## config.mk

```make
export PLATFORM = sky130hd
export DESIGN_NAME = booth_divider_seq
export DESIGN_NICKNAME = d
export VERILOG_FILES = /design/src/rtl/booth_divider_seq.sv
export SDC_FILE = /design/constraint.sdc
export NUM_CORES = 1
export LEC_CHECK = 0
export CAP_MARGIN = 20
export CORE_MARGIN = 2
export CORE_UTILIZATION = 55
export DETAILED_ROUTE_END_ITERATION = 12
export GPL_TIMING_DRIVEN = 1
export MAX_ROUTING_LAYER = met4
export PLACE_DENSITY = 0.86
export SLEW_MARGIN = 5
export SYNTH_ARGS = -nofsm -noshare
export SYNTH_HDL_FRONTEND = slang
export SYNTH_SLANG_ARGS = --single-unit
```

## constraint.sdc

```tcl
create_clock -name clock -period 7.2 [get_ports clock]
set_input_delay 1.8 -clock clock [delete_from_list [all_inputs] [get_ports clock]]
set_output_delay 1.8 -clock clock [all_outputs]
set_load 0.05 [all_outputs]
```

## src/rtl/booth_divider_seq.sv

```systemverilog
`default_nettype none
// ============================================================================
//  Module      : booth_divider_seq
//  Description : Multi-cycle signed integer divider. Restoring shift-subtract
//                on operand magnitudes (one quotient bit per clock) followed
//                by a sign-fixup cycle. Result Z = {remainder, quotient}.
//                Optional macro DIV_BY_ZERO_DETECT_EN: short-circuits b==0
//                into a 2-edge operation that flags div_by_zero.
//  Revision    : 1.0 - initial release
// ============================================================================
module booth_divider_seq #(
    parameter int WIDTH = 32
) (
    input  logic                 clock,
    input  logic                 reset_n,
    input  logic                 start,
    input  logic [WIDTH-1:0]     a,
    input  logic [WIDTH-1:0]     b,
    output logic                 busy,
    output logic                 done,
    output logic                 div_by_zero,
    output logic [2*WIDTH-1:0]   Z
);

    localparam int c_cnt_w = (WIDTH > 1) ? $clog2(WIDTH) : 1;

    typedef enum logic [1:0] {
        S_IDLE = 2'd0,
        S_RUN  = 2'd1,
        S_FIX  = 2'd2
    } state_t;

    state_t               r_state;
    state_t               w_next;

    // r_dvd starts as |a| and is progressively replaced by quotient bits.
    logic [WIDTH-1:0]     r_dvd;
    logic [WIDTH-1:0]     r_dvs;
    // The remainder is always below |b| <= 2^(WIDTH-1), so WIDTH bits hold it;
    // the extra (WIDTH+1)th bit only exists transiently in w_shift.
    logic [WIDTH-1:0]     r_rem;
    logic [c_cnt_w-1:0]   r_cnt;
    logic                 r_sign_q;
    logic                 r_sign_r;
    logic                 r_done;
    logic [2*WIDTH-1:0]   r_z;

    logic [WIDTH-1:0]     w_abs_a;
    logic [WIDTH-1:0]     w_abs_b;
    logic [WIDTH:0]       w_shift;
    logic                 w_ge;
    logic [WIDTH-1:0]     w_diff;
    logic [WIDTH-1:0]     w_q_fix;
    logic [WIDTH-1:0]     w_r_fix;

`ifdef DIV_BY_ZERO_DETECT_EN
    logic                 r_zero;
    logic                 r_dbz;
    logic                 w_b_zero;
    logic [WIDTH-1:0]     w_a_back;

    assign w_b_zero = (b == '0);
    // |a| was never shifted on the zero path, so re-applying the sign gives a.
    assign w_a_back = r_sign_r ? (WIDTH'(0) - r_dvd) : r_dvd;
    assign div_by_zero = r_dbz;
`else
    assign div_by_zero = 1'b0;
`endif

    // Magnitudes wrap naturally: |-2^(WIDTH-1)| stays 2^(WIDTH-1) unsigned.
    assign w_abs_a = a[WIDTH-1] ? (WIDTH'(0) - a) : a;
    assign w_abs_b = b[WIDTH-1] ? (WIDTH'(0) - b) : b;

    // One restoring step: shift next dividend bit into the remainder, trial-subtract.
    assign w_shift = {r_rem, r_dvd[WIDTH-1]};
    assign w_ge    = (w_shift >= {1'b0, r_dvs});
    assign w_diff  = w_shift[WIDTH-1:0] - r_dvs;

    // Sign fixup: quotient negated when operand signs differ, remainder follows a.
    assign w_q_fix = r_sign_q ? (WIDTH'(0) - r_dvd) : r_dvd;
    assign w_r_fix = r_sign_r ? (WIDTH'(0) - r_rem) : r_rem;

    assign busy = (r_state != S_IDLE);
    assign done = r_done;
    assign Z    = r_z;

    // State register.
    always_ff @(posedge clock or negedge reset_n) begin
        if (!reset_n) begin
            r_state <= S_IDLE;
        end else begin
            r_state <= w_next;
        end
    end

    // Next-state logic.
    always_comb begin
        w_next = r_state;
        case (r_state)
            S_IDLE: begin
                if (start) begin
`ifdef DIV_BY_ZERO_DETECT_EN
                    if (w_b_zero) begin
                        w_next = S_FIX;
                    end else begin
                        w_next = S_RUN;
                    end
`else
                    w_next = S_RUN;
`endif
                end
            end
            S_RUN: begin
                if (r_cnt == '0) begin
                    w_next = S_FIX;
                end
            end
            S_FIX:   w_next = S_IDLE;
            default: w_next = S_IDLE;
        endcase
    end

    // Datapath: operand capture, iteration, and result register.
    always_ff @(posedge clock or negedge reset_n) begin
        if (!reset_n) begin
            r_dvd    <= '0;
            r_dvs    <= '0;
            r_rem    <= '0;
            r_cnt    <= '0;
            r_sign_q <= 1'b0;
            r_sign_r <= 1'b0;
            r_done   <= 1'b0;
            r_z      <= '0;
`ifdef DIV_BY_ZERO_DETECT_EN
            r_zero   <= 1'b0;
            r_dbz    <= 1'b0;
`endif
        end else begin
            r_done <= 1'b0;
            case (r_state)
                S_IDLE: begin
                    if (start) begin
                        r_dvd    <= w_abs_a;
                        r_dvs    <= w_abs_b;
                        r_sign_q <= a[WIDTH-1] ^ b[WIDTH-1];
                        r_sign_r <= a[WIDTH-1];
                        r_rem    <= '0;
                        r_cnt    <= c_cnt_w'(WIDTH - 1);
`ifdef DIV_BY_ZERO_DETECT_EN
                        r_zero   <= w_b_zero;
`endif
                    end
                end
                S_RUN: begin
                    r_cnt <= r_cnt - 1'b1;
                    r_dvd <= {r_dvd[WIDTH-2:0], w_ge};
                    r_rem <= w_ge ? w_diff : w_shift[WIDTH-1:0];
                end
                S_FIX: begin
                    r_done <= 1'b1;
`ifdef DIV_BY_ZERO_DETECT_EN
                    r_dbz  <= r_zero;
                    if (r_zero) begin
                        r_z <= {w_a_back, {WIDTH{1'b1}}};
                    end else begin
                        r_z <= {w_r_fix, w_q_fix};
                    end
`else
                    r_z    <= {w_r_fix, w_q_fix};
`endif
                end
                default: ;
            endcase
        end
    end

endmodule
`default_nettype wire

```

# After elaboration in Yosys (flattened, before gate mapping)
# Cells that the tools add are included.
# word_totals
latchBits	0
mem_count	0
wordCells	43
ff_bits	170
rom_bits	0
out_inout_bits	67
ramBits	0
# classes
div_mod_pow	0
n_lt_le_gt_ge	1
bitwise_logic	1
add_sub_neg	6
eq_ne	4
mux	15
n_shift	0
n_mul	0
n_reduce_logical	7
# ops
op	n
two-way mux 32 bit	7
one-hot mux 32 bit (2 select lines)	2
subtractor 1 x 32 -> 32 bit (first input constant)	4
>= comparator 33 x 32 -> 1 bit	1
subtractor 32 bit	1
one-hot mux 5 bit (2 select lines)	1
AND reduction 2 bit	3
logical NOT 5 bit	1
two-way mux 5 bit	1
subtractor 5 x 1 -> 5 bit (second input constant)	1
two-way mux 2 bit	2
!= test 2 bit (second input constant)	2
one-hot mux 2 bit (2 select lines)	1
nonzero test 2 bit	2
equality test 2 x 1 -> 1 bit (second input constant)	1
equality test 2 bit (second input constant)	1
logical NOT 2 bit	1
two-way mux 1 bit	1
bitwise XOR 1 bit	1

# Longest topological paths before layout
# Gate-level depths: netlist of the first run.
# logic_depth
ltp_word	4
ltp_mapped	14
depth_no_buf	13

# Worst setup path before layout of the first run
# No wires, ideal clock.
# synth_timing
kind	input to register
start	in b[8]
end	reg r_dvs[26]
setup_slack_ns	2.656
arrival_time_ns	4.415
stages	8
path_cell_list	or4_4 or3_1 or4_4 or4_4 or3_4 o31ai_1 xor2_1 o21ai_1
# synth_via
elab_chain_cells	2
# synth_rtl
item	line	source
from (decl)	18	input logic [WIDTH-1:0] b,
subtractor 1 x 32 -> 32 bit	72	assign w_abs_b = b[WIDTH-1] ? (WIDTH'(0) - b) : b;
two-way mux 32 bit	72	
to (signal assigned)	144	r_dvs <= w_abs_b;
to (decl)	38	logic [WIDTH-1:0] r_dvs;
# No other way between the ends.
# A chain may end at the register's enable or synchronous reset.

# Final worst setup path of the first run
# layout_timing
start	in b[2]
end	reg r_dvs[26]
# Same word-level chain as after synthesis.

==> results of run 1 <==
## area by class of cell
cell class	count	share of cell area, %
clock buffer	18	3.397
clock inverter	14	1.607
inverter	46	1.336
multi-input combinational	945	47.13
sequential	170	32.90
tap	265	2.565
timing repair buffer	141	11.06
## through the flow
stage	total power, µW	util [%]	hold slack [ps]	setup slack, ps
5_1_grt	6782	66.87	505.7	2280
3_3_place_gp	5088	63.24	460.7	2080
6_report	6276	66.87	475.6	2448
2_1_floorplan	4329	-	449.8	2656
3_5_place_dp	5212	63.24	469.6	1996
4_1_cts	6248	66.58	485.2	2449
## flip-flops by register name, indices dropped and copies added (netlist names)
signal / flops
Z: 64
r_dvd: 32
r_dvs: 32
r_rem: 32
r_cnt: 5
r_state: 2
done: 1
r_sign_q: 1
r_sign_r: 1
## cells in the final DEF (no fill, tap or decap), types with 6 or more instances in the layout
| cell | count |
|---|---|
| nand3_1 | 33 |
| or4_1 | 16 |
| clkdlybuf4s50_1 | 131 |
| nand4_1 | 6 |
| dfrtp_1 | 170 |
| o31ai_1 | 33 |
| mux2i_1 | 30 |
| a22oi_1 | 30 |
| xnor2_1 | 39 |
| a31oi_1 | 10 |
| inv_1 | 46 |
| nand2b_1 | 7 |
| a21oi_1 | 44 |
| nand2_1 | 168 |
| and2_1 | 6 |
| o21ai_0 | 202 |
| a21o_1 | 15 |
| xor2_1 | 109 |
| ha_1 | 38 |
| o41ai_1 | 17 |
| nor2_1 | 25 |
| clkbuf_16 | 17 |
| or3_1 | 24 |
| buf_4 | 7 |
| nor3_1 | 12 |
| and3_1 | 9 |
## worst min path at each step
stage / slack (ps) / from / end
3_5_place_dp: 470 / Z[23] / Z[23]
6_report: 480 / Z[23] / Z[23]
3_3_place_gp: 460 / Z[20] / Z[20]
5_1_grt: 510 / Z[6] / Z[6]
4_1_cts: 490 / Z[23] / Z[23]
2_1_floorplan: 450 / r_dvs[10] / r_dvs[10]
## cell usage after synthesis, types with 18 or more instances
cell and n:
o21ai_0 202, dfrtp_1 170, nand2_1 169, xor2_1 109, clkbuf_1 55, inv_1 46
a21oi_1 44, xnor2_1 39, ha_1 38, nand3_1 33, o31ai_1 33, a22oi_1 30
mux2i_1 30, nor2_1 26, or3_1 24, o41ai_1 18
## power by group
| group | internal (µW) | total [µW] | switching [µW] |
|---|---|---|---|
| sequential | 1330 | 1800 | 474 |
| clock | 599 | 1000 | 401 |
| combinational | 1460 | 3480 | 2010 |
| total | 3390 | 6280 | 2890 |
## per-layer routing
metal	vias to the layer above	track usage, %
met5	-	-
met4	0	9.752
met3	48	3.699
met2	324	42.78
met1	4445	36.69
li1	4588	-
## worst reg2reg max path: stages, from the launching register on
cell      delay, ps
dfrtp_1         360
inv_1           200
ha_1            220
inv_1            60
fa_1            420
a211oi_1        300
o21bai_1        160
a221oi_1        430
o21ai_0         350
a221oi_1        550
o21bai_1        110
a21oi_1         190
xor2_1          170
o21ai_0          90
## logic make-up after synthesis
| family | after synthesis |
|---|---|
| other cells | 1 |
| buf+inv | 110 |
| simple gates | 339 |
| xor+xnor | 148 |
| mux | 30 |
| flops | 170 |
| compound gates | 388 |
| fa+ha+maj | 39 |
==> impl_metrics.json, run 1 <==
{
  "cts_setup_buffers": 0,
  "max_freq_mhz": 210.4,
  "grt_max_degree": 130,
  "htree_levels": 4,
  "dr.pass1.iters": 5,
  "routed_via_density": 5.882,
  "routedWlPerCell_um": 16.67,
  "finalCritPeriodShare_pct": 66.00,
  "synth_top_family_by_area": "compound AO/OA/AOI/OAI gates",
  "synth.top_cells.by_area": "dfrtp_1 40%, o21ai_0 9.4%, xor2_1 8.9%",
  "layout.nets": 1427,
  "ys.flop_type": "dfrtp_1",
  "cts_sinks": 170,
  "synthArstFlopShare_pct": 100.0,
  "syn_nets": 1331,
  "synth.area.mux_share_pct": 2.796,
  "layout-drive-gt1-share_pct": 4.498,
  "yosysTopAreaCell": "dfrtp_1",
  "r2r-start": "r_dvd[31]",
  "synth_seq_area_share_pct": 39.61,
  "cp.arrival_ps": 5050,
  "yosys.area_share.simple_pct": 15.34,
  "seq_area_mm2": 0.004254,
  "wl_met3_um": 1360,
  "cellPowerDensity_mw_per_mm2": 485.5,
  "core_area_mm2": 0.01933,
  "cpPeakStageDelay_ps": 530,
  "die_h_um": 143.7,
  "dpl_cell_area_mm2": 0.01223,
  "wl_um": 26650,
  "ys_ff_latch": 170,
  "period_needed_ps": 4752,
  "timing.slew.headroom_pct": 30.11,
  "cts_buffer_depth": 2,
  "synthAdderAreaFrac_pct": 4.614,
  "syn_area_mm2": 0.01074,
  "finalMaxSlewViolations": 0,
  "hold_buffers": 0,
  "final_area_mm2": 0.01293,
  "overflow": 0,
  "grt_antenna_before_repair": 0,
  "clock_skew_ps": 10.11,
  "critPathRequiredTime_ps": 7500,
  "crit_cells": 10,
  "cts_buffers": 17,
  "antennaDiodeCount": 0,
  "synth_warnings": 0,
  "multi_input_area_mm2": 0.006093,
  "fin_cells": 1599,
  "rows": 51,
  "top_layer_used": "met4",
  "cts_root_buf": "clkbuf_16",
  "cts_tree": "built",
  "endpoint": "r_dvs[26]",
  "ant_nets": 0,
  "p_leak_uw": 0.005627,
  "first_global_vias": 9031,
  "wl_met1_um": 12160,
  "max_cap_viol_count": 0,
  "synth_cells": 1225,
  "start_util_pct": 55.54,
  "reg2reg_slack_ps": 3480,
  "drt_iter0_markers": 725,
  "grt_pass1_wl_um": 43890,
  "wl_met2_um": 12460,
  "num_io_pins": 134,
  "syn_avg_cell_area_um2": 8.767,
  "hold-path-cell-count": 2,
  "area_delta_synth_final_pct": 20.39,
  "synth-compound-area-share_pct": 21.62,
  "synth-edff-count": 0,
  "crit_start": "b[2]",
  "cts_resized": 0,
  "synth-xor-area-share_pct": 12.07,
  "start_kind": "input port",
  "grtUsageTotal_pct": 27.34,
  "via_count": 9405,
  "tightest_slew_ps": 1045,
  "fillers": 1537,
  "rr_endpoint": "r_rem[28]",
  "place_inst": 1565,
  "portBuffers": 132,
  "dieArea_mm2": 0.02066,
  "setup_viol": 0,
  "path_cells": "clkdlybuf4s50_1 > nor4_1 > nand2_1 > or3_1 > or4_4 > or4_4 > or3_4 > o31ai_1 > xor2_1 > o21ai_1",
  "crit_family": "simple AND/OR/NAND/NOR gates",
  "setup_tns_ps": 0,
  "place_hpwl_um": 19190,
  "path_clk_slew_ps": 70,
  "cp_common_cell": "or4_4",
  "crit_path_top_delay_cell": "or4_4",
  "clkLatencyLatePin_ps": 440,
  "hold_viol": 0,
  "end_kind": "flip-flop",
  "path_class": "input port to flip-flop",
  "cp_num_buf_inv": 1,
  "synth.distinct_cells": 58,
  "rsz0062_at_grt": "false",
  "r2r_cells": 13,
  "status": "finished clean",
  "die_width_um": 143.7,
  "place.gp.congestion": 0.9646,
  "cp_max_fo": 5,
  "hp-class": "flip-flop to flip-flop",
  "yosys.area.top_type_share_pct": 39.61,
  "irDropWorstVdd_uv": 290.0,
  "drc": 0
}
(Power assumes the default switching activity.)
==> run 2: changes to the inputs <==
--- a/config.mk
+++ b/config.mk
@@ -7,11 +7,11 @@
 export LEC_CHECK = 0
 export CAP_MARGIN = 20
 export CORE_MARGIN = 2
-export CORE_UTILIZATION = 55
+export CORE_UTILIZATION = 51
 export DETAILED_ROUTE_END_ITERATION = 12
 export GPL_TIMING_DRIVEN = 1
 export MAX_ROUTING_LAYER = met4
-export PLACE_DENSITY = 0.86
+export PLACE_DENSITY = 0.84
 export SLEW_MARGIN = 5
 export SYNTH_ARGS = -nofsm -noshare
 export SYNTH_HDL_FRONTEND = slang
==> constraint.sdc (replaced) <==
create_clock -name clock -period 3.9 [get_ports clock]
set_input_delay 0.975 -clock clock [delete_from_list [all_inputs] [get_ports clock]]
set_output_delay 0.975 -clock clock [all_outputs]
set_load 0.05 [all_outputs]
==> run 2 against run 1 <==
  * Cell area grew 3.3%
  * Combinational power grew 93%
  * Worst setup slack got worse by 2300 ps
  * Clock power up 90%
  * Register-to-register slack lost 3200 ps
  * Routed wire length is 4.0% higher
  * Critical endpoint is now r_dvs[27]
  * Highest routed layer unchanged
==> impl_metrics.json, run 2 (synthesis results as in run 1) <==
{
  "status": "finished clean",
  "max_cap_viol_count": 0,
  "cts_sinks": 170,
  "grtUsageTotal_pct": 26.45,
  "path_cells": "clkdlybuf4s50_1 > or4_4 > or3_4 > or4_4 > or4_4 > or3_1 > o41ai_2 > xor2_1 > o21ai_1",
  "htree_levels": 4,
  "cts_tree": "built",
  "drt_iter0_markers": 670,
  "path_class": "input port to flip-flop",
  "dpl_cell_area_mm2": 0.01265,
  "place_hpwl_um": 20490,
  "rows": 53,
  "die_h_um": 149.1,
  "dr.pass1.iters": 5,
  "ant_nets": 0,
  "cp_common_cell": "or4_4",
  "wl_um": 27710,
  "grt_pass1_wl_um": 46000,
  "irDropWorstVdd_uv": 421.0,
  "place.gp.congestion": 0.9578,
  "power.switching_uw": 5450,
  "tightest_slew_ps": 929.2,
  "grt_max_degree": 130,
  "final_area_mm2": 0.01335,
  "share_comb_of_total_power_pct": 56.4,
  "setup_tns_ps": 0,
  "cpPeakStageDelay_ps": 540,
  "cts_resized": 0,
  "clockPowerShare_pct": 16.0,
  "crit_family": "simple AND/OR/NAND/NOR gates",
  "hp-class": "flip-flop to flip-flop",
  "routed_via_density": 5.787,
  "clock_skew_ps": 9.714,
  "layout_common_cells": "202 x o21ai_0, 170 x dfrtp_1, 168 x nand2_1, 131 x clkdlybuf4s50_1, 109 x xor2_1",
  "cellPowerDensity_mw_per_mm2": 890.8,
  "fillers": 1715,
  "overflow": 0,
  "p_leak_uw": 0.005879,
  "cp.arrival_ps": 4060,
  "seqPwrFrac_pct": 27.6,
  "first_global_vias": 9248,
  "critPathRequiredTime_ps": 4220,
  "hold_viol": 0,
  "cts_setup_buffers": 0,
  "cp_max_fo": 3,
  "cts_buffers": 17,
  "core_area_mm2": 0.02082,
  "finalMaxSlewViolations": 0,
  "p_int_uw": 6445,
  "end_kind": "flip-flop",
  "cts_root_buf": "clkbuf_16",
  "clkLatencyLatePin_ps": 440,
  "dieArea_mm2": 0.02223,
  "max_freq_mhz": 267.2,
  "rsz0062_at_grt": "false",
  "drc": 0,
  "hold_buffers": 0,
  "antennaDiodeCount": 0,
  "fin_util_pct": 64.13,
  "p_total_uw": 11890,
  "finalCritPeriodShare_pct": 95.98,
  "cp_num_buf_inv": 1,
  "layout-drive-gt1-share_pct": 8.092,
  "portBuffers": 132,
  "whs_ps": 477.0,
  "cts_buffer_depth": 2,
  "die_width_um": 149.1,
  "path_clk_slew_ps": 70,
  "period_needed_ps": 3743,
  "swShare_pct": 45.82,
  "num_io_pins": 134,
  "start_util_pct": 51.57,
  "via_count": 9600,
  "crit_path_top_delay_cell": "or4_4",
  "area_delta_synth_final_pct": 24.34,
  "setup_viol": 0,
  "largest_reg_flops": 64,
  "routedWlPerCell_um": 16.71,
  "layout.nets": 1478,
  "timing.slew.headroom_pct": 38.05,
  "start_kind": "input port",
  "grt_antenna_before_repair": 0,
  "final_common_cell": "o21ai_0"
}
[run 2: worst paths after layout]
kind | start | endpoint | slack, ps | depth (start not counted)
setup / recovery | b[8] | r_dvs[27] | 160 | 9
min in group asynchronous | reset_n | r_dvd[4] | 630 | 1
hold reg to reg | Z[50] | Z[50] | 480 | 2
setup reg to reg | r_dvd[31] | r_rem[30] | 280 | 13
max in group asynchronous | reset_n | Z[47] | 2480 | 2
hold / removal | Z[50] | Z[50] | 480 | 2
[run 2: cell type report]
class                           count  area [µm²]  area share [%]
Clock inverter                     14       232.7           1.743
Clock buffer                       17       425.4           3.186
Multi-Input combinational cell    945        6106           45.73
Sequential cell                   170        4254           31.86
Tap cell                          275       344.1           2.577
Timing Repair Buffer              192        1818           13.62
Inverter                           46       172.7           1.293
[run 2: layer usage]
layer	up-vias	share of wire [%]	routed length (µm)	GRT usage, %
li1	4695	-	-	-
met1	4572	46	12680	35.92
met2	297	47	13140	41.38
met3	36	5.3	1466	4.037
met4	0	1.6	435	7.714
met5	-	0	0	-
[run 2: power groups by stage]
stage	clock network, µW	logic, µW	registers, µW
2_1_floorplan	0	4690	3310
5_1_grt	1990	7500	3360
6_report	1900	6710	3280
4_1_cts	1930	6670	3240
3_3_place_gp	0	6460	3210
3_5_place_dp	0	6570	3260
[run 2: tightest hold or removal path: cells and delay by family (launching register included)]
kind / cells / cell delay [ps]
simple gates: 1 / 40
flops: 1 / 340
compound gates: 1 / 60
[run 2: stage by stage]
step	std cells	setup WS, ps
floorplan	1225	180.8
global placement	1627	-283.4
detailed placement	1627	-371.9
CTS	1658	87.37
global route	1659	0.9677
finish	1659	156.8
